<file path="config.mk">
export PLATFORM = sky130hd
export DESIGN_NAME = a2d_spi_resp
export DESIGN_NICKNAME = d
export VERILOG_FILES = /design/src/rtl/a2d_pkg.sv /design/src/rtl/spi_sync_edge.sv /design/src/rtl/a2d_spi_resp.sv
export SDC_FILE = /design/constraint.sdc
export NUM_CORES = 1
export LEC_CHECK = 0
export CAP_MARGIN = 0
export CORE_AREA = 2 2 171 106
export CTS_CLUSTER_DIAMETER = 30
export DETAILED_ROUTE_END_ITERATION = 16
export DIE_AREA = 0 0 173 108
export MAX_ROUTING_LAYER = met4
export PLACE_DENSITY_LB_ADDON = 0.1
export SKIP_CTS_REPAIR_TIMING = 1
export SYNTH_ARGS = -nofsm -noshare
export SYNTH_HDL_FRONTEND = slang
export SYNTH_HIERARCHICAL = 1
export SYNTH_SLANG_ARGS = --single-unit
export TNS_END_PERCENT = 100
</file>
<file path="constraint.sdc">
create_clock -name clk -period 2.7 [get_ports clk]
set_input_delay 0.54 -clock clk [delete_from_list [all_inputs] [get_ports clk]]
set_output_delay 0.54 -clock clk [all_outputs]
set_load 0.05 [all_outputs]
</file>
<file path="src/rtl/a2d_pkg.sv">
// a2d_pkg: shared types and frame constants for the a2d_spi_resp SPI responder
package a2d_pkg;
   typedef enum logic [1:0] {IDLE, SHIFT, COMMIT} state_t;
   localparam int FRAME_LEN = 16;
   localparam int CHNL_W    = 3;
   localparam int RES_W     = 12;
   localparam int NUM_CHNL  = 1 << CHNL_W;
   localparam int CMD_HI    = 13;
   localparam int CMD_LO    = 11;
   localparam int CNT_W     = 5;
   localparam logic [CNT_W-1:0] CNT_MAX = 5'd17;
endpackage

</file>
<file path="src/rtl/spi_sync_edge.sv">
// spi_sync_edge: double-flop SS_n/SCLK/MOSI into clk and flag edges on the synced copies
module spi_sync_edge (
   input  logic clk,
   input  logic rst_n,
   input  logic ss_n_i,
   input  logic sclk_i,
   input  logic mosi_i,
   output logic ss_n_o,
   output logic mosi_o,
   output logic ss_fall_o,
   output logic ss_rise_o,
   output logic sclk_rise_o,
   output logic sclk_fall_o
);
   logic [2:0] ss_q, sclk_q;
   logic [1:0] mosi_q, rdy_q;
   logic       arm_q;
   always_ff @(posedge clk or negedge rst_n)
      if (!rst_n) begin
         ss_q   <= '1;
         sclk_q <= '1;
         mosi_q <= '0;
         rdy_q  <= '0;
         arm_q  <= 1'b0;
      end else begin
         ss_q   <= {ss_q[1:0], ss_n_i};
         sclk_q <= {sclk_q[1:0], sclk_i};
         mosi_q <= {mosi_q[0], mosi_i};
         rdy_q  <= {rdy_q[0], 1'b1};
         arm_q  <= arm_q | (rdy_q[1] & ss_q[1]);
      end
   // a fall only counts once SS_n has been seen high after reset
   assign ss_fall_o   = arm_q & ss_q[2] & ~ss_q[1];
   assign ss_rise_o   = ~ss_q[2] & ss_q[1];
   assign sclk_rise_o = ~sclk_q[2] & sclk_q[1];
   assign sclk_fall_o = sclk_q[2] & ~sclk_q[1];
   assign ss_n_o      = ss_q[1];
   assign mosi_o      = mosi_q[1];
endmodule

</file>
<file path="src/rtl/a2d_spi_resp.sv">
// a2d_spi_resp: SPI responder returning pipelined 12-bit channel values; A2D_RESP_RAMP_EN adds post-read increment
module a2d_spi_resp
   import a2d_pkg::*;
(
   input  logic              clk,
   input  logic              rst_n,
   input  logic              SS_n,
   input  logic              SCLK,
   input  logic              MOSI,
   output logic              MISO,
   input  logic              wr_en,
   input  logic [CHNL_W-1:0] wr_chnl,
   input  logic [RES_W-1:0]  wr_data,
   output logic [CHNL_W-1:0] cmd_chnl,
   output logic              frm_done
);
   state_t               state_q, state_d;
   logic [FRAME_LEN-1:0] tx_q, tx_d, rx_q, rx_d;
   logic [CNT_W-1:0]     cnt_q, cnt_d;
   logic [CHNL_W-1:0]    chnl_q, chnl_d;
   logic [RES_W-1:0]     tbl_q [NUM_CHNL];
   logic [RES_W-1:0]     tbl_d [NUM_CHNL];
   logic                 ss_s, mosi_s, ss_fall, ss_rise, sclk_rise, sclk_fall;

   spi_sync_edge u_sync (
      .clk         (clk),
      .rst_n       (rst_n),
      .ss_n_i      (SS_n),
      .sclk_i      (SCLK),
      .mosi_i      (MOSI),
      .ss_n_o      (ss_s),
      .mosi_o      (mosi_s),
      .ss_fall_o   (ss_fall),
      .ss_rise_o   (ss_rise),
      .sclk_rise_o (sclk_rise),
      .sclk_fall_o (sclk_fall)
   );

   always_comb begin
      state_d = state_q;
      tx_d    = tx_q;
      rx_d    = rx_q;
      cnt_d   = cnt_q;
      chnl_d  = chnl_q;
      tbl_d   = tbl_q;
      case (state_q)
         IDLE:
            if (ss_fall) begin
               tx_d    = FRAME_LEN'(tbl_q[chnl_q]);
               cnt_d   = '0;
               state_d = SHIFT;
            end
         SHIFT:
            if (ss_rise) state_d = (cnt_q == CNT_W'(FRAME_LEN)) ? COMMIT : IDLE;
            else begin
               if (sclk_rise) begin
                  rx_d  = {rx_q[FRAME_LEN-2:0], mosi_s};
                  cnt_d = (cnt_q == CNT_MAX) ? cnt_q : cnt_q + 5'd1;
               end
               // the first fall precedes any rise and must not consume bit 15
               if (sclk_fall && cnt_q != '0) tx_d = {tx_q[FRAME_LEN-2:0], 1'b0};
            end
         COMMIT: begin
            chnl_d  = rx_q[CMD_HI:CMD_LO];
            state_d = IDLE;
`ifdef A2D_RESP_RAMP_EN
            tbl_d[chnl_q] = tbl_q[chnl_q] + RES_W'(1);
`endif
         end
         default: state_d = IDLE;
      endcase
      if (wr_en) tbl_d[wr_chnl] = wr_data;
   end

   always_ff @(posedge clk or negedge rst_n)
      if (!rst_n) begin
         state_q <= IDLE;
         tx_q    <= '0;
         rx_q    <= '0;
         cnt_q   <= '0;
         chnl_q  <= '0;
         tbl_q   <= '{default: '0};
      end else begin
         state_q <= state_d;
         tx_q    <= tx_d;
         rx_q    <= rx_d;
         cnt_q   <= cnt_d;
         chnl_q  <= chnl_d;
         tbl_q   <= tbl_d;
      end

   assign MISO     = ~ss_s & tx_q[FRAME_LEN-1];
   assign cmd_chnl = chnl_q;
   assign frm_done = state_q == COMMIT;
endmodule

</file>
# Yosys cells after proc, flatten, opt, wreduce, memory -nomap -nowiden
# Index checks and enable logic that the tools add are counted.
op_classes:
  n_reduce_logical: 9
  add_sub_neg: 1
  n_eq_ne: 10
  n_mux: 19
  bitwise_logic: 15
  order_cmp: 3
ops:
  columns: ["cell", "n"]
  rows:
  - ["bitwise mux 96 bit", 1]
  - ["two-way mux 16 bit", 3]
  - ["binary-select mux 12 bit (select 3 bit)", 1]
  - ["demux 12 bit (select 3 bit)", 1]
  - ["two-way mux 12 bit", 3]
  - ["case mux 16 bit (2 select lines)", 1]
  - ["two-way mux 5 bit", 4]
  - ["inequality test 2 bit, second input constant", 6]
  - ["equality test 5 bit, second input constant", 2]
  - ["case mux 5 bit (2 select lines)", 1]
  - ["greater-or-equal comparator 4 bit, second input constant", 2]
  - ["inverter 3 -> 4 bit", 2]
  - ["AND 1 bit", 7]
  - ["two-way mux 2 bit", 3]
  - ["adder 5 x 1 -> 5 bit, second input constant", 1]
  - ["inverter 1 bit", 5]
  - ["AND reduction 5 bit", 1]
  - ["nonzero test 5 bit", 1]
  - ["less-than comparator 4 x 1 -> 1 bit, second input constant", 1]
  - ["case mux 2 bit (2 select lines)", 1]
  - ["AND reduction 4 bit", 1]
  - ["AND reduction 3 bit", 1]
  - ["equality test 2 x 1 -> 1 bit, second input constant", 1]
  - ["equality test 2 bit, second input constant", 1]
  - ["other kinds (5)", 6]
totals:
  reg_bits: 147
  out_inout_bits: 5
  inputBits: 21
  wordCells: 75

# Depth between registers and ports, before layout
logic_depth:
  word_depth: 6
  mapped_depth: 7

# By module
# The synthesis kept the hierarchy.
modules_own_cells:
  columns: ["module", "cells_per_inst", "instances", "area_per_inst_um2", "seq_area_each_um2"]
  rows:
  - ["a2d_spi_resp", 407, 1, 6089.6, 3403.3]
  - ["spi_sync_edge", 17, 1, 325.3, 282.8]

# Least setup slack after synthesis
# No wires, ideal clock.
synth_path:
  path_type: "register to register"
  start: "register chnl_q[0] (netlist: cmd_chnl[0])"
  end: "register tx_q[0]"
  path_buffers: 2
  period_less_slack_ps: 2078
  arrival_ps: 1957
  path_stages_with_launch: 6
  required_ps: 2579
  setup_slack_ps: 622
  setup_ps: 121
  path_cell_list: "dfrtp_1 -> buf_4 -> buf_6 -> mux4_2 -> mux2_2 -> a22o_1"
synth_via:
  elab_chain_len: 6
synth_lines:
  columns: ["element", "line_no", "source"]
  rows:
  - ["from (decl)", "a2d_spi_resp.sv:20", "logic [CHNL_W-1:0] chnl_q, chnl_d;"]
  - ["from (signal assigned)", "a2d_spi_resp.sv:88", "chnl_q <= chnl_d;"]
  - ["inverter 3 -> 4 bit (implied by the code)", "a2d_spi_resp.sv:49", "tx_d = FRAME_LEN'(tbl_q[chnl_q]);"]
  - ["binary-select mux 12 bit (select 3 bit)", "a2d_spi_resp.sv:49", null]
  - ["two-way mux 12 bit (implied by the code) (2 in series)", "a2d_spi_resp.sv:49", null]
  - ["two-way mux 16 bit", "a2d_spi_resp.sv:48", "if (ss_fall) begin"]
  - ["case mux 16 bit (2 select lines)", "a2d_spi_resp.sv:46", "case (state_q)"]
  - ["to (signal assigned)", "a2d_spi_resp.sv:85", "tx_q <= tx_d;"]
  - ["to (decl)", "a2d_spi_resp.sv:18", "logic [FRAME_LEN-1:0] tx_q, tx_d, rx_q, rx_d;"]
# Every way passes these cells. The select of a mux whose other input is x is not followed.
# A chain may end at the register's enable or synchronous reset.

# Worst setup path after layout
layout_path:
  start: "register chnl_q[1] (netlist: cmd_chnl[1])"
  end: "output port cmd_chnl[1]"
layout_lines:
  columns: ["element", "line_no", "source"]
  rows:
  - ["to (decl)", "a2d_spi_resp.sv:14", "output logic [CHNL_W-1:0] cmd_chnl,"]
# No word-level cell between the ends.

==> flow_summary_export.csv <==
group,metric,value,unit
run_status,status,"finished clean",
synthesis,synth-main-ff-cell,"dfrtp_1",
clock_network,htreeDepth,4,
worst_hold_path,min_path_type,"in2async",
setup_path,path_max_fanout,11,
finish,syn_to_final_growth,19.3,%
place,port_buffers,25,
synthesis,syn_inst,424,
timing,hold_viol_final,0,
timing,slew_viol_final,0,
place,hpwl,8480,um
power,combPwrFrac,0.133,
floorplanning,io_pins,26,
setup_path,worstSetupPathType,"reg2out",
clock_network,cts_tree,"yes",
finish,final_cells,710,
detailed_routing,num_vias,3573,
detailed_routing,wl_per_cell,18.7,um
global_routing,grt.total_usage,0.160,
place,dp_cells,678,
global_routing,overflow,0,
clock_network,cts_buffers,17,
synthesis,synth-seq-cells,147,
timing,timing.final.crit_share,0.845,
power,seq_power_share,0.459,
setup_path,r2r-end,"tx_q[4]$_DFFE_PN0P_",
clock_network,cts.clk_slew.worst_paths,70,ps
floorplanning,start_util,0.379,
synthesis,syn_nets,448,
floorplanning,core,0.0169,mm2
synthesis,async_reset_ff_frac,1.00,
global_routing,antenna_found_initial,0,
detailed_routing,first_pass_iters,4,
power,switchingPower,1.56,mW
detailed_routing,detail-route-antenna-nets,0,
place,gp_congestion,0.788,
synthesis,synth_area,0.00641,mm2
global_routing,grt_pass1_wl,21500,um
detailed_routing,wirelength,13300,um
run,cap_violations,0,
setup_path,startpoint,"cmd_chnl[1]$_DFFE_PN0P_",
global_routing,grt_max_degree,64,
power,total_leakage_power,3.27,nW
detailed_routing,drc_errors,0,
power,clkPwrFrac,0.408,
setup_path,arrival,1740,ps
clock_network,clockBufferDepth,2,
timing,rsz0062_at_grt,"false",
setup_path,worstSetupStartpointType,"flip-flop",
power,ir_worst_vdd,0.504,mV
setup_path,required,2160,ps
timing,max_freq,438,MHz
clock_network,clock-sinks,147,
timing,final.min_clock_period,2280,ps
clock_network,clk_latency,420,ps
setup_path,crit-reg2reg-launch,"cmd_chnl[0]$_DFFE_PN0P_",
timing,worst_pin_slew,727,ps
finish,drive_above_1_share,0.216,
detailed_routing,drt_iter0_drc,119,
finish,fin_nets,487,
global_routing,grt_pass1_vias,3760,
power,switching_share,0.245,
timing,max_slew_margin,0.516,
floorplanning,die_h,108,um
synthesis,synth-seq-area-share,0.575,
power,power.density,833,mW/mm2
timing,fin_skew,17.0,ps
setup_path,r2r_slack,560,ps
timing,final.setup.tns,0,ps
floorplanning,die_width,173,um
detailed_routing,viasPerCell,5.03,
setup_path,r2r_cells,5,
synthesis,syn_area_per_cell,15.1,um2
setup_path,cp-end-kind,"primary output",
power,intPower,4.81,mW
synthesis,synth_edf_count,0,
synthesis,ys_types,39,
timing,setup_viol,0,
finish,nFillCells,1528,
floorplanning,row_count,37,
finish,antenna_cells,0,
synthesis,yosysWarnings,6,
floorplanning,die-area,0.0187,mm2
clock_network,clockRootBuffer,"clkbuf_16",
## per-layer routing
metal,global-route usage,vias up,routed length [um]
met4,0.0508,0,111
li1,-,1634,-
met1,0.232,1883,7160
met2,0.219,46,5570
met3,0.0380,10,418
met5,-,-,0
## kinds of logic after synthesis
logic type / Yosys count / synth area share
xor+xnor: 2 / 0.00273
flops: 147 / 0.575
buf+inv: 29 / 0.0246
other cells: 1 / 0.000585
compound gates: 37 / 0.0423
simple gates: 54 / 0.0447
mux: 151 / 0.305
fa+ha+maj: 3 / 0.00585
## area by class of cell
cell class | instances | area (um2) | area share
repair buffers | 46 | 424 | 0.0554
inverters | 3 | 11.3 | 0.00147
flip-flops and latches | 147 | 3690 | 0.482
clock inverters | 12 | 208 | 0.0271
multi-input cells | 248 | 2590 | 0.339
well taps | 234 | 293 | 0.0383
clock buffers | 20 | 437 | 0.0571
## through the flow
step	utilization	setup WS [ps]	area (um2)	hold slack (ps)	power [mW]
global route	0.452	364	7650	134	6.70
finish	0.452	419	7650	101	6.38
floorplan	-	622	6410	244	3.53
CTS	0.452	372	7650	125	6.46
global placement	0.414	514	7010	338	3.79
detailed placement	0.414	456	7010	336	3.83
## critical path: stages (launching register included)
cell and delay, ps:
dfrtp_1 810, buf_4 300, buf_4 220
## power groups by stage
stage                     clock [mW]  sequential, mW  combinational (mW)
after detailed placement           0            2.97               0.865
after floorplan                    0            2.88               0.650
final                           2.60            2.93               0.848
after CTS                       2.66            2.93               0.869
after global placement             0            2.95               0.838
after global routing            2.75            2.99               0.962
## worst max-delay path by stage
stage	to	slack, ps	depth (start not counted)
detailed placement	tbl_q[61]$_DFFE_PN0P_	460	5
global placement	tbl_q[76]$_DFFE_PN0P_	510	5
CTS	cmd_chnl[1]	370	2
finish	cmd_chnl[1]	420	2
floorplan	tx_q[0]$_DFFE_PN0P_	620	5
global route	cmd_chnl[1]	360	2
## cell usage after synthesis (2+ instances only)
cell type,instances,share of area
inv_1,3,0.0018
buf_6,2,0.0035
dfrtp_1,141,0.55
mux4_2,24,0.084
mux2_2,10,0.018
nor2b_1,5,0.0049
xnor2_1,2,0.0027
mux2_1,104,0.18
nand4b_1,4,0.0055
ha_1,3,0.0059
a21oi_1,3,0.0023
mux2i_1,13,0.020
nand2_1,12,0.0070
a211oi_1,13,0.015
nand3_1,2,0.0016
o21ai_1,4,0.0031
buf_2,12,0.0094
nor3_1,2,0.0016
nor2_1,16,0.0094
dfstp_2,6,0.025
a21o_1,11,0.013
buf_4,5,0.0059
nand2b_1,3,0.0029
buf_1,4,0.0023
nand4_1,2,0.0020
clkbuf_1,3,0.0018
nor3b_1,3,0.0035
## flip-flops by register name, indices dropped and copies added, names as in the netlist, 3 cells and up
signal         cells
tbl_q             96
cnt_q              5
u_sync/sclk_q      3
tx_q              16
u_sync/ss_q        3
cmd_chnl           3
rx_q              14
## cells in the final DEF, fill, tap and decap left out, drive strengths merged, types with 3 or more instances in the layout
cell type	n
mux2	114
inv	4
clkinvlp	3
nand4b	4
nor2b	5
mux4	24
clkbuf	20
a211oi	13
clkdlybuf4s50	20
nand2	12
a21oi	3
clkinv	3
mux2i	13
dfstp	6
nor3b	3
nand2b	3
bufinv	5
dfrtp	141
a21o	12
buf	26
o21ai	5
ha	3
nor2	16
No activity file was read; power rests on OpenSTA's default activity.
